**config.mk**
```make
export PLATFORM = sky130hd
export DESIGN_NAME = writeback_arbiter
export DESIGN_NICKNAME = d
export VERILOG_FILES = /design/src/rtl/writeback_arbiter_pkg.sv /design/src/rtl/wb_load_fifo.sv /design/src/rtl/writeback_arbiter.sv
export SDC_FILE = /design/constraint.sdc
export NUM_CORES = 1
export LEC_CHECK = 0
export ABC_CLOCK_PERIOD_IN_PS = 2800
export BUFFER_PORTS_ARGS = -buffer_cell sky130_fd_sc_hd__buf_2
export CAP_MARGIN = 20
export CORE_MARGIN = 2
export CORE_UTILIZATION = 35
export CTS_BUF_LIST = sky130_fd_sc_hd__clkbuf_8 sky130_fd_sc_hd__clkbuf_16
export DETAILED_ROUTE_END_ITERATION = 8
export HOLD_SLACK_MARGIN = 0.03
export PLACE_DENSITY = 0.64
export SKIP_LAST_GASP = 1
export SYNTH_ARGS = -nofsm -noshare
export SYNTH_HDL_FRONTEND = slang
export SYNTH_SLANG_ARGS = --single-unit
```
**constraint.sdc**
```tcl
create_clock -name clock -period 2.8 [get_ports clock]
set_input_delay 0.28 -clock clock [delete_from_list [all_inputs] [get_ports clock]]
set_output_delay 0.28 -clock clock [all_outputs]
set_load 0.02 [all_outputs]
```
**src/rtl/writeback_arbiter_pkg.sv**
```systemverilog
// Shared definitions for the writeback arbiter: register/data widths, the fixed
// link and zero register indices, the queued-item record and a register-mask helper.
package writeback_arbiter_pkg;

    localparam int REG_W    = 5;
    localparam int DATA_W   = 32;
    localparam int NUM_REGS = 2 ** REG_W;

    localparam logic [REG_W-1:0] LINK_REG = 5'd1;
    localparam logic [REG_W-1:0] REG_ZERO = 5'd0;

    typedef struct packed {
        logic [REG_W-1:0]  rd;
        logic [DATA_W-1:0] data;
    } wb_item_t;

    // One-hot mask for a destination register; register 0 never shows as pending.
    function automatic logic [NUM_REGS-1:0] reg_bit(input logic [REG_W-1:0] r);
        logic [NUM_REGS-1:0] m;
        m = '0;
        if (r != REG_ZERO) m[r] = 1'b1;
        return m;
    endfunction

endpackage

```
**src/rtl/wb_load_fifo.sv**
```systemverilog
// Circular load-return FIFO for the writeback arbiter.
// With WB_SCOREBOARD_EN defined it also reports which registers its live entries target.
module wb_load_fifo
    import writeback_arbiter_pkg::*;
#(
    parameter int LD_DEPTH = 4
) (
    input  logic                     clock,
    input  logic                     reset,
    input  logic                     push,
    input  wb_item_t                 push_item,
    input  logic                     pop,
    output wb_item_t                 head_item,
    output logic                     full,
    output logic                     empty,
    output logic [$clog2(LD_DEPTH):0] count,
    output logic [NUM_REGS-1:0]      reg_mask
);

    localparam int PTR_W = $clog2(LD_DEPTH);

    wb_item_t         mem [LD_DEPTH];
    logic [PTR_W-1:0] wr_ptr;
    logic [PTR_W-1:0] rd_ptr;
    logic             do_push;
    logic             do_pop;

    assign full      = (count == (PTR_W+1)'(LD_DEPTH));
    assign empty     = (count == '0);
    assign do_push   = push && !full;
    assign do_pop    = pop && !empty;
    assign head_item = mem[rd_ptr];

    // Power-of-two depth lets the pointers wrap naturally.
    always_ff @(posedge clock or posedge reset) begin
        if (reset) begin
            wr_ptr <= '0;
            rd_ptr <= '0;
            count  <= '0;
        end else begin
            if (do_push) wr_ptr <= wr_ptr + PTR_W'(1);
            if (do_pop)  rd_ptr <= rd_ptr + PTR_W'(1);
            if (do_push && !do_pop)      count <= count + (PTR_W+1)'(1);
            else if (do_pop && !do_push) count <= count - (PTR_W+1)'(1);
        end
    end

    always_ff @(posedge clock) begin
        if (do_push) mem[wr_ptr] <= push_item;
    end

`ifdef WB_SCOREBOARD_EN
    always_comb begin
        logic [PTR_W-1:0] offs;
        reg_mask = '0;
        offs     = '0;
        for (int i = 0; i < LD_DEPTH; i++) begin
            offs = PTR_W'(i) - rd_ptr;
            if ({1'b0, offs} < count) reg_mask = reg_mask | reg_bit(mem[i].rd);
        end
    end
`else
    assign reg_mask = '0;
`endif

endmodule

```
**src/rtl/writeback_arbiter.sv**
```systemverilog
// Register-bank writeback arbiter: link > ALU skid > ALU handshake > load FIFO.
// Define WB_SCOREBOARD_EN to drive the per-register pending mask.
module writeback_arbiter
    import writeback_arbiter_pkg::*;
#(
    parameter int LD_DEPTH = 4
) (
    input  logic                      clock,
    input  logic                      reset,
    input  logic                      Jal,
    input  logic [DATA_W-1:0]         PC,
    input  logic                      alu_valid,
    output logic                      alu_ready,
    input  logic [REG_W-1:0]          alu_reg,
    input  logic [DATA_W-1:0]         alu_data,
    input  logic                      ld_valid,
    output logic                      ld_ready,
    input  logic [REG_W-1:0]          ld_reg,
    input  logic [DATA_W-1:0]         ld_data,
    output logic                      RegWrite,
    output logic [REG_W-1:0]          WriteRegister,
    output logic [DATA_W-1:0]         WriteData,
    output logic [$clog2(LD_DEPTH):0] ld_count,
    output logic [NUM_REGS-1:0]       pending
);

    logic                skid_valid;
    wb_item_t            skid_item;
    logic                alu_hs;
    logic                ld_push;
    logic                ld_pop;
    logic                fifo_full;
    logic                fifo_empty;
    wb_item_t            head_item;
    wb_item_t            issue_item;
    logic                issue_valid;
    logic [NUM_REGS-1:0] fifo_mask;
    logic [NUM_REGS-1:0] skid_mask;

    assign alu_ready = !skid_valid;
    assign alu_hs    = alu_valid && alu_ready;
    assign ld_ready  = !fifo_full;
    assign ld_push   = ld_valid && ld_ready;

    wb_load_fifo #(.LD_DEPTH(LD_DEPTH)) u_fifo (
        .clock     (clock),
        .reset     (reset),
        .push      (ld_push),
        .push_item ('{rd: ld_reg, data: ld_data}),
        .pop       (ld_pop),
        .head_item (head_item),
        .full      (fifo_full),
        .empty     (fifo_empty),
        .count     (ld_count),
        .reg_mask  (fifo_mask)
    );

    // The FIFO is only popped when nothing of higher priority wants the port.
    always_comb begin
        issue_valid = 1'b1;
        issue_item  = head_item;
        ld_pop      = 1'b0;
        if (Jal)              issue_item = '{rd: LINK_REG, data: PC + 32'd1};
        else if (skid_valid)  issue_item = skid_item;
        else if (alu_hs)      issue_item = '{rd: alu_reg, data: alu_data};
        else if (!fifo_empty) ld_pop = 1'b1;
        else                  issue_valid = 1'b0;
    end

    always_ff @(posedge clock or posedge reset) begin
        if (reset) begin
            RegWrite      <= 1'b0;
            WriteRegister <= '0;
            WriteData     <= '0;
            skid_valid    <= 1'b0;
            skid_item     <= '0;
        end else begin
            RegWrite <= issue_valid && (issue_item.rd != REG_ZERO);
            if (issue_valid) begin
                WriteRegister <= issue_item.rd;
                WriteData     <= issue_item.data;
            end
            // An ALU result that loses to the link waits in the skid.
            if (Jal && alu_hs) begin
                skid_valid <= 1'b1;
                skid_item  <= '{rd: alu_reg, data: alu_data};
            end else if (!Jal) begin
                skid_valid <= 1'b0;
            end
        end
    end

`ifdef WB_SCOREBOARD_EN
    assign skid_mask = skid_valid ? reg_bit(skid_item.rd) : '0;
`else
    assign skid_mask = '0;
`endif

    assign pending = fifo_mask | skid_mask;

endmodule

```
==> metrics.csv <==
metric,value,unit
initial antenna violation count,1,
full die area,0.0307,mm^2
"critical path fanouts, max",16,
Multi-input gate area,0.00342,mm^2
fmax,429,MHz
relative slew slack,49.4,%
Setup CP Type,flop to output port,
CTS buffer count,25,
Placement Rows,62,
power after layout,11.1,mW
1st-iter DRT viols,645,
CP arrival,2.05,ns
fraction of layout cells with a size suffix above 1,31.9,%
Power Density,865,mW/mm^2
Max Slew Vio Count,0,
fin crit share,83.3,%
Area after DPL,0.0115,mm^2
"Req. time, crit path",2.52,ns
FILL cells,2602,
vias in the first global route,6742,
Post-DP HPWL,19.5,mm
skew final,0.00834,ns
"count leader, synth",edfxtp_1,
sw power,3.27,mW
Post-Route WL,27.6,mm
Num Clock Sinks,231,
CP max stage cell,inv_1,
# DRC,0,
CP max stage delay,0.52,ns
Layout Nets,1036,
Area Overhead vs Synth,25.5,%
Worst-path clk slew,0.06,ns
number of synthesized flops with an enable pin,148,
aggregate global-route resource usage,17.8,%
Worst setup EP type,output port,
synth cell count leaders,"edfxtp_1 (148), dfrtp_1 (83), nand2_1 (42), mux4_2 (37), nor2_1 (36)",
routed vias/inst,5.16,
Net Sw Frac,29.4,%
wire per inst,20.9,um
"Avg Cell Area, Syn",14.5,um^2
Post-synth top flop,edfxtp_1,
Power Internal,7.86,mW
TritonCTS clock tree,built,
Clock Latency Late Sink,0.52,ns
Comb pwr share,26.8,%
maximum VDD drop,0.344,mV
Hold Fails Final Rpt,0,
worst-path cell chain,inv_1 > buf_4 > buf_2,
Chip Width,175,um
# setup viols final,0,
Mapped Area,0.0102,mm^2
setup_tns,0,ns
post-cts gate resize count,0,
clock buffer depth,3,
register area share after synthesis,63.6,%
# IOs,186,
drt pass-1 iters,4,
post-layout util,44.7,%
Synth top area share,43.4,%
remaining global-route overflow,0,
post-route cell area,0.0129,mm^2
HP Class,input port to flop,
core area,0.0288,mm^2
number of distinct library cells after synthesis,55,
status,"complete, no violations",
synth top area cells,"edfxtp_1 (43%), dfrtp_1 (20%), mux4_2 (8.1%), mux2_2 (3.5%), buf_4 (2.6%)",
Reg power frac,42.0,%
fin crit period,2.33,ns
fraction of registers with async set/reset,35.9,%
Startpoint Class,flop,
worst slew pin tran,0.752,ns
first-pass GRT wire length,41.0,mm
Clk pwr share,31.2,%
Mapped Cells,705,
family with the most delay on the worst path,buffers and inverters,
routability-driven placement congestion ratio,0.866,
leakage,5.04,nW
FF+latch area,0.00652,mm^2
warnings from Yosys,0,
H-tree depth,1,
root buffer cell,clkbuf_16,
I/O Buffers,153,
initial core utilization,35.6,%
Synth area leader,edfxtp_1,
"Buf+Inv Stages, Crit Path",3,
pin count of the biggest net entering global routing,69,
Fin Hold WS,0.0364,ns
via count,6823,
#FFs+latches synth,231,
Max Cap Viol,0,
chip height,175,um
Final ANT Viol Nets,0,
RSZ-0062 raised after global routing,false,
-- path summary, 6_finish.rpt --
kind / end / cells past startpoint / from / slack, ns
setup / recovery: alu_ready / 3 / skid_valid / 0.47
setup reg to reg: u_fifo.count[1] / 5 / skid_valid / 0.55
hold / removal: skid_item[28] / 2 / alu_data[28] / 0.04
hold reg to reg: skid_item[12] / 1 / skid_item[12] / 0.49
min in group asynchronous: skid_item[24] / 3 / reset / 0.27
max in group asynchronous: u_fifo.rd_ptr[0] / 4 / reset / 1.83
-- repair_timing --
| action | 4_1_cts | 5_1_grt |
|---|---|---|
| endpoints found under the hold margin | 174 | 0 |
| setup endpoints to repair | 0 | 0 |
| buffers inserted | 0 | 0 |
| hold buffers | 49 | 0 |
-- cell type report --
type                    count  share of cell area, %
flip-flops and latches    231                   50.7
multi-input cells         426                   26.6
diodes                      2                 0.0389
clock buffers              28                   5.18
clock inverters            17                   1.61
well taps                 384                   3.73
repair buffers            225                   11.9
inverters                   9                  0.272
-- cells in the final DEF (no fill, tap or decap), drive strengths merged, types with 13 or more instances in the layout --
master,synthesis,routed
buf,41,176
edfxtp,148,148
dfrtp,83,83
dlygate4sd3,0,49
nand2,42,42
mux2,39,39
mux4,37,37
nor2,36,36
conb,1,32
clkbuf,29,28
a21oi,27,27
o22ai,27,27
nand3,20,20
xor2,19,19
o21ai,19,19
xnor2,16,16
a22oi,15,15
inv,9,13
-- power groups by stage --
stage	logic [mW]	registers (mW)	clock network (mW)
after global placement	2.93	4.71	0
after global routing	3.23	4.73	3.65
after detailed placement	2.96	4.74	0
after floorplan	1.83	4.78	0
after CTS	3.03	4.67	3.53
final	2.98	4.67	3.47
-- stage by stage --
step                setup WS (ns)  cells
finish                      0.468   1322
CTS                         0.473   1320
floorplan                   0.383    736
global placement            0.476   1226
detailed placement          0.524   1226
global route                0.357   1320
-- cell families after synthesis --
| kind of cell | after synthesis | synth area share [%] |
|---|---|---|
| mux | 81 | 12.9 |
| simple gates | 148 | 7.44 |
| xor+xnor | 35 | 2.99 |
| other cells | 1 | 0.0366 |
| compound gates | 123 | 7.85 |
| buf+inv | 79 | 4.22 |
| flops | 231 | 63.6 |
| fa+ha+maj | 7 | 0.928 |
-- metal layers --
metal	GRT usage [%]	up-vias	routed length, um
met5	0	-	0
met4	4.48	0	574
met3	3.76	40	1950
met2	27.5	279	12600
met1	25.6	3438	12400
li1	-	3066	-
-- registers in the layout (all words and copies together), names as in the netlist --
name	count
WriteRegister	5
RegWrite	1
WriteData	32
u_fifo.count	3
u_fifo.mem	148
u_fifo.wr_ptr	2
skid_valid	1
u_fifo.rd_ptr	2
skid_item	37
Note: power is estimated with default switching activity, not from simulation.
